<file path="config.mk">
export PLATFORM = sky130hd
export DESIGN_NAME = splitter
export DESIGN_NICKNAME = d
export VERILOG_FILES = /design/src/rtl/splitter.sv
export SDC_FILE = /design/constraint.sdc
export NUM_CORES = 1
export LEC_CHECK = 0
export ABC_CLOCK_PERIOD_IN_PS = 3200
export CAP_MARGIN = 10
export CELL_PAD_IN_SITES_DETAIL_PLACEMENT = 1
export CELL_PAD_IN_SITES_GLOBAL_PLACEMENT = 1
export CORE_MARGIN = 4
export CORE_UTILIZATION = 42
export CTS_BUF_LIST = sky130_fd_sc_hd__clkbuf_4 sky130_fd_sc_hd__clkbuf_8
export CTS_CLUSTER_DIAMETER = 60
export DETAILED_ROUTE_END_ITERATION = 6
export HOLD_SLACK_MARGIN = 0.1
export PLACE_DENSITY_LB_ADDON = 0.1
export SYNTH_ARGS = -nofsm -noshare
export SYNTH_HDL_FRONTEND = slang
export SYNTH_SLANG_ARGS = --single-unit
</file>
<file path="constraint.sdc">
create_clock -name clk -period 3.2 [get_ports clk]
set_input_delay 0.64 -clock clk [delete_from_list [all_inputs] [get_ports clk]]
set_output_delay 0.64 -clock clk [all_outputs]
set_load 0.02 [all_outputs]
</file>
<file path="src/rtl/splitter.sv">
// ---------------------------------------------------------------------------
// splitter
//   Splits a DATA_W-bit word into its upper and lower halves. Two views of
//   the same input word are provided:
//     * a zero-latency combinational split of `a` (low/high);
//     * a valid/ready-handshaked, registered copy of the halves, held in a
//       2-entry FIFO (low_q/high_q).
//   Bridges the 16-bit datapath buses and the 8-bit byte consumers.
//
// Parameters
//   DATA_W    input word width; must be even and >= 2 (default 16)
//   HALF_W    DATA_W/2, derived (localparam, not overridable)
//
// Ports
//   clk        in   1       rising-edge clock
//   rst_n      in   1       asynchronous active-low reset
//   a          in   DATA_W  word to split
//   low        out  HALF_W  combinational a[HALF_W-1:0]
//   high       out  HALF_W  combinational a[DATA_W-1:HALF_W]
//   in_valid   in   1       `a` offered to the registered path
//   in_ready   out  1       FIFO has room (count != 2)
//   out_valid  out  1       low_q/high_q hold valid data (count != 0)
//   out_ready  in   1       consumer accepts low_q/high_q
//   low_q      out  HALF_W  lower half of the oldest buffered word (0 if empty)
//   high_q     out  HALF_W  upper half of the oldest buffered word (0 if empty)
//
// Optional feature (macro SPLITTER_PARITY_EN)
//   par_low    out  1       XOR reduction of low_q  (0 if empty / in reset)
//   par_high   out  1       XOR reduction of high_q (0 if empty / in reset)
//   Parity is computed at push time and stored with the data in each entry.
// ---------------------------------------------------------------------------
module splitter #(
  parameter int DATA_W = 16
) (
  input  logic                clk,
  input  logic                rst_n,
  input  logic [DATA_W-1:0]   a,
  output logic [DATA_W/2-1:0] low,
  output logic [DATA_W/2-1:0] high,
  input  logic                in_valid,
  output logic                in_ready,
  output logic                out_valid,
  input  logic                out_ready,
  output logic [DATA_W/2-1:0] low_q,
`ifdef SPLITTER_PARITY_EN
  output logic [DATA_W/2-1:0] high_q,
  output logic                par_low,
  output logic                par_high
`else
  output logic [DATA_W/2-1:0] high_q
`endif
);

  localparam int HALF_W = DATA_W / 2;

  // Combinational split: pure wiring, unaffected by clock, reset or handshake.
  assign low  = a[HALF_W-1:0];
  assign high = a[DATA_W-1:HALF_W];

  // FIFO state
  logic [HALF_W-1:0] mem_low  [2];
  logic [HALF_W-1:0] mem_high [2];
`ifdef SPLITTER_PARITY_EN
  logic              mem_par_low  [2];
  logic              mem_par_high [2];
`endif
  logic              wr_ptr;
  logic              rd_ptr;
  logic [1:0]        count;

  logic push;
  logic pop;

  // Both flags come from registered count only, so in_ready never depends
  // combinationally on out_ready.
  assign in_ready  = (count != 2'd2);
  assign out_valid = (count != 2'd0);
  assign push      = in_valid && in_ready;
  assign pop       = out_valid && out_ready;

  // NOTE: sequential state uses non-blocking (<=) so every register samples
  // the pre-edge values; blocking here would create order-dependent races.
  always_ff @(posedge clk or negedge rst_n) begin
    if (!rst_n) begin
      wr_ptr <= 1'b0;
      rd_ptr <= 1'b0;
      count  <= 2'd0;
      // NOTE: the storage is cleared on reset as well, so nothing stale can
      // ever be presented and the empty/reset outputs are deterministic.
      for (int i = 0; i < 2; i++) begin
        mem_low[i]      <= '0;
        mem_high[i]     <= '0;
`ifdef SPLITTER_PARITY_EN
        mem_par_low[i]  <= 1'b0;
        mem_par_high[i] <= 1'b0;
`endif
      end
    end else begin
      if (push) begin
        mem_low[wr_ptr]      <= a[HALF_W-1:0];
        mem_high[wr_ptr]     <= a[DATA_W-1:HALF_W];
`ifdef SPLITTER_PARITY_EN
        mem_par_low[wr_ptr]  <= ^a[HALF_W-1:0];
        mem_par_high[wr_ptr] <= ^a[DATA_W-1:HALF_W];
`endif
        wr_ptr <= ~wr_ptr;
      end
      if (pop) begin
        rd_ptr <= ~rd_ptr;
      end
      // Simultaneous push and pop leaves the count unchanged.
      case ({push, pop})
        2'b10:   count <= count + 2'd1;
        2'b01:   count <= count - 2'd1;
        default: count <= count;
      endcase
    end
  end

  // Output view of the head entry, forced to zero when the FIFO is empty.
  always_comb begin
    // NOTE: defaults first so every path assigns every output (no latches).
    low_q  = '0;
    high_q = '0;
`ifdef SPLITTER_PARITY_EN
    par_low  = 1'b0;
    par_high = 1'b0;
`endif
    if (out_valid) begin
      low_q  = mem_low[rd_ptr];
      high_q = mem_high[rd_ptr];
`ifdef SPLITTER_PARITY_EN
      par_low  = mem_par_low[rd_ptr];
      par_high = mem_par_high[rd_ptr];
`endif
    end
  end

endmodule

</file>
==> out/metrics.cfg, run 1 <==
[route]
drtIter0Drc=23
ant_nets=0
drtPass1Iterations=2
wire_per_inst_um=17.6
drc=0
wl_mm=4.05
vias_per_cell=5.01
vias=1153

[grt]
antenna_found_initial=0
grt_max_degree=37
overflow=0
grt_pass1_wl_mm=6.76
grt_pass1_vias=1344
track_usage_pct=16.4

[timing]
rsz0062_at_grt=false
setup_ws_ns=0.454
finalMaxSlewViolations=0
post-route-period-util_pct=85.8
finalSetupViolCount=0
fin_worst_skew_ns=0.00263
post-route-min-period_ns=2.75
relSlewSlack_pct=46.1
worst_slew_pin_slew_ns=0.809
timing.setup.tns_ns=0
fmax_mhz=364
hold_viol=0

[clock_tree]
clk_pin_slew_worst_paths_ns=0.07
clk_latency_ns=0.29
clockRootBuffer=clkbuf_8
cts.sink_count=36
postCtsSetupRepairBufs=0
clockBufferDepth=2
htree_levels=2
cts_inserted_buffers=5
cts_hold_buf=0
cts_tree=yes
cts_resized=0

[setup_path]
setup.worst_path.class=flop to primary output
rrSetupSlack_ns=1.61
cp.arrival_ns=2.11
worst-path-max-fanout=10
required_ns=2.56
startpoint_type=flop
crit_path_end_kind=primary output

[job]
maxCapViolCount=0

[finish]
num_antenna_cells=0
area_delta_synth_final_pct=28.7
finalNetCount=200
drive_gt1_share_pct=26.7
final_core_util_pct=57.6

[place]
place_congestion=0.670
dp_slack_ns=0.738
post-dp-hpwl_mm=2.96
io_buffer_count=53

[floorplan]
ios=54
die_width_um=74.4
core_area_um2=4140
dieArea_um2=5540
rows=23
fp.dieH_um=74.4
start_util_pct=44.7

[synthesis]
synth_area_um2=1850
syn_inst=137
synthDistinctLibCells=19
yosysSeqAreaShare_pct=48.6
synth_seq_cells=36
synth_fp_nets=158
ys_warn_count=0
synth_area_per_cell_um2=13.5

[power_and_ir_drop]
power_density_nw_per_um2=1140
ir_worst_vdd_mv=0.543
p_leak_nw=1.08

[run_status]
outcome=completed

[min_path]
hp-class=input pin to async pin

metal layers:
metal	track usage [%]	share of wire, %	wire [µm]	vias to the layer above
met4	5.93	1.2	48	0
met5	0	0	0	-
met3	4.32	5.7	230	9
met2	28.7	52	2090	34
li1	-	-	-	527
met1	19.3	41	1680	583
where the power goes:
group | leakage (nW) | total, mW | switching (mW) | internal [mW]
sequential | 0.423 | 0.858 | 0.164 | 0.694
combinational | 0.606 | 1.53 | 0.680 | 0.845
clock | 0.0510 | 0.331 | 0.160 | 0.172
total | 1.08 | 2.71 | 1.00 | 1.71
layout make-up:
class | count | area [µm²]
inverters | 1 | 3.75
repair buffers | 58 | 563
flip-flops and latches | 36 | 901
well taps | 50 | 62.6
multi-input cells | 77 | 763
fillers | 421 | 1760
clock buffers | 6 | 82.6
clock inverters | 2 | 10.0
cells in the final DEF (no fill, tap or decap):
cell type / instances
and3_4: 1
and3b_1: 1
buf_2: 1
buf_4: 5
clkbuf_8: 6
clkdlybuf4s50_1: 52
clkinv_2: 2
dfrtp_1: 36
ha_1: 1
inv_1: 1
mux2_2: 12
mux2_4: 20
mux2i_1: 16
nand2_1: 1
nand2b_4: 1
nor2_1: 18
nor2b_1: 1
xnor2_1: 3
xor2_1: 2
logic make-up after synthesis:
group / count (synthesis) / synth area share (%)
buffers and inverters: 24 / 10.3
flip-flops: 36 / 48.6
adder cells (fa/ha/maj): 1 / 0.675
XOR/XNOR: 5 / 2.36
AND/OR/NAND/NOR: 23 / 6.01
multiplexers: 48 / 32.1
sequential cells by signal, summed over array words and instances (netlist names):
register  count
rd_ptr        1
mem_high     16
wr_ptr        1
mem_low      16
count         2
worst max-delay path, cell delays in order, from the launching register on:
cell             delay (ns)
dfrtp_1                0.63
buf_4                  0.32
mux2i_1                0.11
nor2_1                 0.12
clkdlybuf4s50_1        0.63
synthesized netlist by cell type (all sizes together):
| cell | instances | area (µm²) |
|---|---|---|
| nand2 | 1 | 3.75 |
| mux2i | 16 | 160 |
| ha | 1 | 12.5 |
| nor2 | 18 | 67.6 |
| inv | 1 | 3.75 |
| clkbuf | 1 | 3.75 |
| mux2 | 32 | 435 |
| xnor2 | 3 | 26.3 |
| buf | 22 | 183 |
| nand2b | 1 | 13.8 |
| dfrtp | 36 | 901 |
| and3b | 1 | 8.76 |
| and3 | 1 | 11.3 |
| nor2b | 1 | 6.26 |
| xor2 | 2 | 17.5 |
final timing paths:
path                                           start  depth (start not counted)                      end
worst max-delay path              rd_ptr$_DFFE_PN0P_                          4                high_q[3]
worst min-delay path                           rst_n                          1  mem_high[2]$_DFFE_PN0P_
worst max register to register  count[0]$_DFFE_PN0P_                          6     count[1]$_DFFE_PN0P_
worst min register to register    wr_ptr$_DFFE_PN0N_                          1       wr_ptr$_DFFE_PN0N_
max in group asynchronous                      rst_n                          1       wr_ptr$_DFFE_PN0N_
min in group clk                  wr_ptr$_DFFE_PN0N_                          1       wr_ptr$_DFFE_PN0N_
stage by stage:
| step | hold slack (ns) | instance area, µm² | std cells | power, mW |
|---|---|---|---|---|
| 2_1_floorplan | 0.344 | 1850 | 137 | 1.85 |
| 3_3_place_gp | 0.476 | 2290 | 222 | 2.35 |
| 3_5_place_dp | 0.494 | 2290 | 222 | 2.41 |
| 4_1_cts | 0.459 | 2390 | 230 | 2.76 |
| 5_1_grt | 0.512 | 2390 | 230 | 2.90 |
| 6_report | 0.442 | 2390 | 230 | 2.71 |
No activity file was read; power rests on OpenSTA's default activity.
==> inputs of run 2 (changes only) <==
--- a/config.mk
+++ b/config.mk
@@ -5,7 +5,6 @@
 export SDC_FILE = /design/constraint.sdc
 export NUM_CORES = 1
 export LEC_CHECK = 0
-export ABC_CLOCK_PERIOD_IN_PS = 3200
 export CAP_MARGIN = 10
 export CELL_PAD_IN_SITES_DETAIL_PLACEMENT = 1
 export CELL_PAD_IN_SITES_GLOBAL_PLACEMENT = 1
==> results of run 2 <==
No change in the layout: final DEF, timing and power equal those of run 1.
